[src/rtl/data_sram_like_bridge_pkg.sv]
// Shared types for the data-port to sram-like bridge: FSM states, transfer size codes
// and the write-strobe to transfer-size decode.
package data_sram_like_bridge_pkg;

    typedef enum logic [1:0] {
        ST_IDLE  = 2'd0,
        ST_ADDR  = 2'd1,
        ST_RDATA = 2'd2
    } bridge_state_e;

    localparam logic [1:0] SZ_BYTE = 2'd0;
    localparam logic [1:0] SZ_HALF = 2'd1;
    localparam logic [1:0] SZ_WORD = 2'd2;

    // Single-byte and aligned half-word strobes get a narrow size; anything else is a word.
    function automatic logic [1:0] strb_to_size(input logic [3:0] strb);
        case (strb)
            4'b0001, 4'b0010, 4'b0100, 4'b1000: return SZ_BYTE;
            4'b0011, 4'b1100:                   return SZ_HALF;
            default:                            return SZ_WORD;
        endcase
    endfunction

endpackage

[src/rtl/data_sram_like_bridge.sv]
// Turns the core's fixed-latency data-memory accesses into sram-like req/addr_ok/data_ok
// transactions, posting writes up to MAX_WR_OUTSTANDING and stalling the core otherwise.
module data_sram_like_bridge
    import data_sram_like_bridge_pkg::*;
#(
    parameter int MAX_WR_OUTSTANDING = 2,
    parameter int ADDR_W             = 32
) (
    input  logic              clk,
    input  logic              resetn,
    input  logic              cpu_en,
    input  logic [3:0]        cpu_we,
    input  logic [ADDR_W-1:0] cpu_addr,
    input  logic [31:0]       cpu_wdata,
    output logic              cpu_stall,
    output logic              cpu_rvalid,
    output logic [31:0]       cpu_rdata,
    output logic              mem_req,
    output logic              mem_wr,
    output logic [1:0]        mem_size,
    output logic [3:0]        mem_wstrb,
    output logic [ADDR_W-1:0] mem_addr,
    output logic [31:0]       mem_wdata,
    input  logic              mem_addr_ok,
    input  logic              mem_data_ok,
    input  logic [31:0]       mem_rdata,
    output logic [1:0]        dbg_state,
    output logic [2:0]        dbg_wr_cnt
);

    localparam logic [2:0] MAX_CNT = 3'(MAX_WR_OUTSTANDING);

    // Core handshake: the core holds cpu_en and its fields while cpu_stall=1; an access
    // is taken on a rising edge where cpu_en=1 and cpu_stall=0. Memory handshake: the
    // request fields stay stable while mem_req=1 until a cycle with mem_addr_ok=1; each
    // accepted request later gets exactly one mem_data_ok, in order.
    bridge_state_e state;
    logic [2:0]    wr_cnt;
    logic          is_write;
    logic          accept;
    logic          wr_inc;
    logic          wr_dec;

    assign is_write = |cpu_we;

    // Reads must wait for every posted write to be acknowledged.
    always_comb begin
        accept = 1'b0;
        if (state == ST_IDLE && cpu_en)
            accept = is_write ? (wr_cnt < MAX_CNT) : (wr_cnt == 3'd0);
    end

    assign cpu_stall = cpu_en & ~accept;

    assign wr_inc = (state == ST_ADDR) && mem_addr_ok && mem_wr;
    // A data_ok with nothing posted is a protocol error and is dropped.
    assign wr_dec = (state != ST_RDATA) && mem_data_ok && (wr_cnt != 3'd0);

    assign dbg_state  = state;
    assign dbg_wr_cnt = wr_cnt;

    always_ff @(posedge clk or negedge resetn) begin
        if (!resetn) begin
            state      <= ST_IDLE;
            wr_cnt     <= 3'd0;
            cpu_rvalid <= 1'b0;
            cpu_rdata  <= 32'd0;
            mem_req    <= 1'b0;
            mem_wr     <= 1'b0;
            mem_size   <= 2'd0;
            mem_wstrb  <= 4'd0;
            mem_addr   <= '0;
            mem_wdata  <= 32'd0;
        end else begin
            cpu_rvalid <= 1'b0;

            case ({wr_inc, wr_dec})
                2'b10:   wr_cnt <= wr_cnt + 3'd1;
                2'b01:   wr_cnt <= wr_cnt - 3'd1;
                default: wr_cnt <= wr_cnt;
            endcase

            case (state)
                ST_IDLE: begin
                    if (accept) begin
                        mem_req   <= 1'b1;
                        mem_wr    <= is_write;
                        mem_size  <= is_write ? strb_to_size(cpu_we) : SZ_WORD;
                        mem_wstrb <= cpu_we;
                        mem_addr  <= cpu_addr;
                        mem_wdata <= cpu_wdata;
                        state     <= ST_ADDR;
                    end
                end
                ST_ADDR: begin
                    if (mem_addr_ok) begin
                        mem_req <= 1'b0;
                        state   <= mem_wr ? ST_IDLE : ST_RDATA;
                    end
                end
                ST_RDATA: begin
                    if (mem_data_ok) begin
                        cpu_rdata  <= mem_rdata;
                        cpu_rvalid <= 1'b1;
                        state      <= ST_IDLE;
                    end
                end
                default: state <= ST_IDLE;
            endcase
        end
    end

endmodule

[config.mk]
export PLATFORM = sky130hd
export DESIGN_NAME = data_sram_like_bridge
export DESIGN_NICKNAME = d
export VERILOG_FILES = /design/src/rtl/data_sram_like_bridge_pkg.sv /design/src/rtl/data_sram_like_bridge.sv
export SDC_FILE = /design/constraint.sdc
export NUM_CORES = 1
export LEC_CHECK = 0
export BUFFER_PORTS_ARGS = -buffer_cell sky130_fd_sc_hd__buf_2
export CAP_MARGIN = 40
export CORE_MARGIN = 2
export CORE_UTILIZATION = 30
export CTS_CLUSTER_DIAMETER = 50
export CTS_CLUSTER_SIZE = 8
export DETAILED_ROUTE_END_ITERATION = 10
export PLACE_DENSITY = 0.62
export REMOVE_ABC_BUFFERS = 1
export SYNTH_ARGS = -nofsm -noshare
export SYNTH_HDL_FRONTEND = slang
export SYNTH_SLANG_ARGS = --single-unit
[constraint.sdc]
create_clock -name clk -period 2 [get_ports clk]
set_clock_uncertainty 0.15 [all_clocks]
set_input_delay 0.1 -clock clk [delete_from_list [all_inputs] [get_ports clk]]
set_output_delay 0.1 -clock clk [all_outputs]
set_load 0.05 [all_outputs]
==> impl_results.md <==
* Outcome: complete, but fails checks
* Failing checks: negative setup slack
* Worst EP required at around 2.1 ns
* WL/cell at between 10 and 15 um
* Slew HR at between 70% and 80%
* Cts bufs inserted at 9
* IO Port Bufs at around 220
* Area grow syn2layout at 70.7%
* Mux share of post-synthesis cell area at around 27%
* Yosys cell types at 31
* Largest net degree at the start of global routing at between 50 and 60
* Top cell type by total area after synthesis: dfrtp_1
* Design area at a little over 7000 sq um
* Worst R2R Path Depth at 5
* P_leak at 3.59 nW
* Power Total at 13.7 mW
* Adder-cell share of the synthesized area at less than 1%
* Hold Violations, Final at 0
* EDFF count, synth at 0
* Worst EP arrival at between 2 and 2.5 ns
* Post-synth ARST share at 100%
* Critical Path End Type: register
* Slew of the pin with the lowest slew margin at roughly 0.41 ns
* Nets at around 710
* Uppermost layer routed: met4
* Gr ovfl total at 0
* Root Driver: clkbuf_16
* Hpwl dp at ~7700 um
* Critical-path cell list: or4b_4 > a211oi_4 > buf_12 > buf_12 > mux2_2
* Share of cells above drive strength 1 at between 60% and 70%
* Prevailing post-synth register cell: dfrtp_1
* DRT antenna net count at 0
* Hold Crit Start: cpu_en
* Via count at roughly 3500
* Chip Width at about 120 um
* Synth Cell Area at 4260 sq um
* WHS Endpoint: mem_size[1]
* Top cell by count, worst path: buf_12
* Worst-path fanout max at 14
* CTS clk-pin slew, worst paths at about 0.07 ns
* Post-Route M1 WL at between 4000 and 5000 um
* Simple-gate share of the synthesized area at under 10%
* Drt first pass iters at 4
* Placer Congestion at between 0.7 and 0.8
* Reg2Reg Setup Slack at -0.16 ns
* Die height at between 100 and 150 um
* Synth Instances at roughly 260
* TritonCTS clock tree: built
* Largest family of logic cells by synthesized area: multiplexers
* Max Freq at 462 MHz
* Final Max Tran Viols at 0
* Max_cap viols at 0
* Max incr delay on CP at 0.54 ns
* Routed wl met2 at around 6200 um
* Clock latency on the worst-skew pair at around 0.34 ns
* Commonest cells in the netlist: dfrtp_1 (110), mux2_2 (102), buf_6 (7), clkbuf_1 (4)
* Area share of the largest cell type after synthesis at 64.6%
* Worst setup margin at -0.163 ns
* Slowest-stage cell, CP: or4b_4
* Total die area at roughly 15000 sq um
* Worst setup SP type: register
* CTS H-Tree Depth at 3
* Worst vdd ir at slightly above 0.001 V
* RSZ-0062 raised after global routing: true
* Final period util at 108%
* Placeable Area at 13900 sq um
* GR Util All Layers at ~16%
* Post-DP Area at 5750 sq um
* Vias in the first global route at around 3800
* Synth Area in XOR/XNOR at 0.617%
* Initial DRC count at 80
* First-pass GRT wire length at between 15000 and 20000 um
* Met3 wire len at 563 um
* Compound-Gate Fraction of Synth Area at under 10%
* RR Endpoint: mem_wdata[10]
* TNS Setup at -8.35 ns
* Pwr/cell area at ~1900 nW/um^2
* Synthesized area per cell at 16.6 sq um
* Via-per-instance ratio at around 4.4
* Seq/Total Area, Yosys at ~65%
* Final setup viols at a little over 70
* Most common cell in the synthesized netlist: dfrtp_1
* Starting density of the core at between 30% and 40%
* Synth top area cells: dfrtp_1 (65%), mux2_2 (27%), buf_6 (1.9%)
* Hold Path Class: in2reg
* Critical path class: reg2reg
* Ys Warns at 0
* Min Tclk post-route at between 2 and 2.5 ns
* Top Ports at about 220
* CTS sink count at 110
* Synthesized flop and latch total at 110
* RR Startpoint: dbg_wr_cnt[1]
* Routed WL at approximately 12000 um
* DRC viols at 0
* Std-Cell Rows at 43
* WHS Path Cells at 4
* Deepest clock path buffer count at 2
* Initial antenna violation count at 0
* ANT cells at 0
[kinds of logic after synthesis]
family | after synthesis
buf+inv | 13
fa+ha+maj | 2
mux | 102
simple gates | 16
compound gates | 10
flops | 110
xor+xnor | 3
[final cells by class]
type | count | area [sq um]
clock buffer | 12 | 256
clock inverter | 4 | 45.0
fill | 1171 | 6610
inverter | 2 | 7.51
multi-input combinational | 133 | 1530
sequential | 110 | 2750
tap | 180 | 225
timing repair buffer | 351 | 2460
[cell usage in the layout, fill, tap and decap left out, drive strengths merged, types with 2 or more instances in the layout]
| cell type | synthesis | routed |
|---|---|---|
| buf | 7 | 247 |
| clkbuf | 4 | 12 |
| clkinv | 0 | 3 |
| dfrtp | 110 | 110 |
| dlygate4sd3 | 0 | 104 |
| inv | 2 | 2 |
| mux2 | 102 | 102 |
| nor2 | 2 | 2 |
| nor2b | 2 | 2 |
| nor4 | 2 | 2 |
| o31ai | 2 | 2 |
| or4b | 2 | 2 |
| xnor2 | 2 | 2 |
[worst max-delay path by stage]
stage / from / end / slack [ns]
global placement: dbg_state[1] / mem_wdata[6] / -0.15
floorplan: dbg_state[1] / cpu_stall / -2.07
detailed placement: dbg_state[1] / mem_wdata[6] / -0.20
CTS: dbg_wr_cnt[1] / mem_wdata[7] / -0.16
global route: dbg_wr_cnt[1] / mem_wdata[13] / -0.21
finish: dbg_wr_cnt[1] / mem_wdata[10] / -0.16
[where the power goes]
group          leakage, nW  internal (mW)  total (mW)  switching [mW]
Clock                0.152           1.03        1.82           0.788
Combinational         2.12           2.62        7.95            5.34
Sequential            1.32           3.33        3.90           0.570
[sequential cells by signal, summed over array words and instances, names as in the netlist]
name / cells
cpu_rvalid: 1
mem_wstrb: 4
dbg_wr_cnt: 3
mem_size: 2
cpu_rdata: 32
dbg_state: 2
mem_req: 1
mem_wdata: 32
mem_addr: 32
mem_wr: 1
[stage by stage]
step           hold slack [ns]  utilization, %  instances  setup slack (ns)
3_3_place_gp           -0.0911            41.5        668            -0.151
3_5_place_dp           -0.0811            41.5        668            -0.196
6_report                0.0413            52.4        792            -0.163
4_1_cts                 0.0271            52.0        791            -0.158
5_1_grt                 0.0944            52.4        792            -0.206
2_1_floorplan           -0.346               -        245             -2.07
[layer usage]
| layer | vias to the layer above | global-route usage, % |
|---|---|---|
| li1 | 1609 | - |
| met4 | 0 | 7.74 |
| met2 | 110 | 28.3 |
| met1 | 1717 | 17.4 |
| met5 | - | 0 |
| met3 | 23 | 2.91 |
[timing repair]
item / CTS / global route
pin swaps: 4 / 2
resized for setup: 27 / 12
buffers inserted: 3 / 1
setup endpoints to repair: 72 / 72
hold endpoints to repair: 213 / 0
hold buffers: 104 / 0
[worst max-delay path: cells and delay by family (launching register included)]
kind                   cells  cell delay [ns]
and+or+nand+nor            1             0.54
muxes                      1             0.34
AOI/OAI and AO/OA          1             0.25
buffers and inverters      2             0.35
DFF                        1             0.40
(Power assumes the default switching activity.)
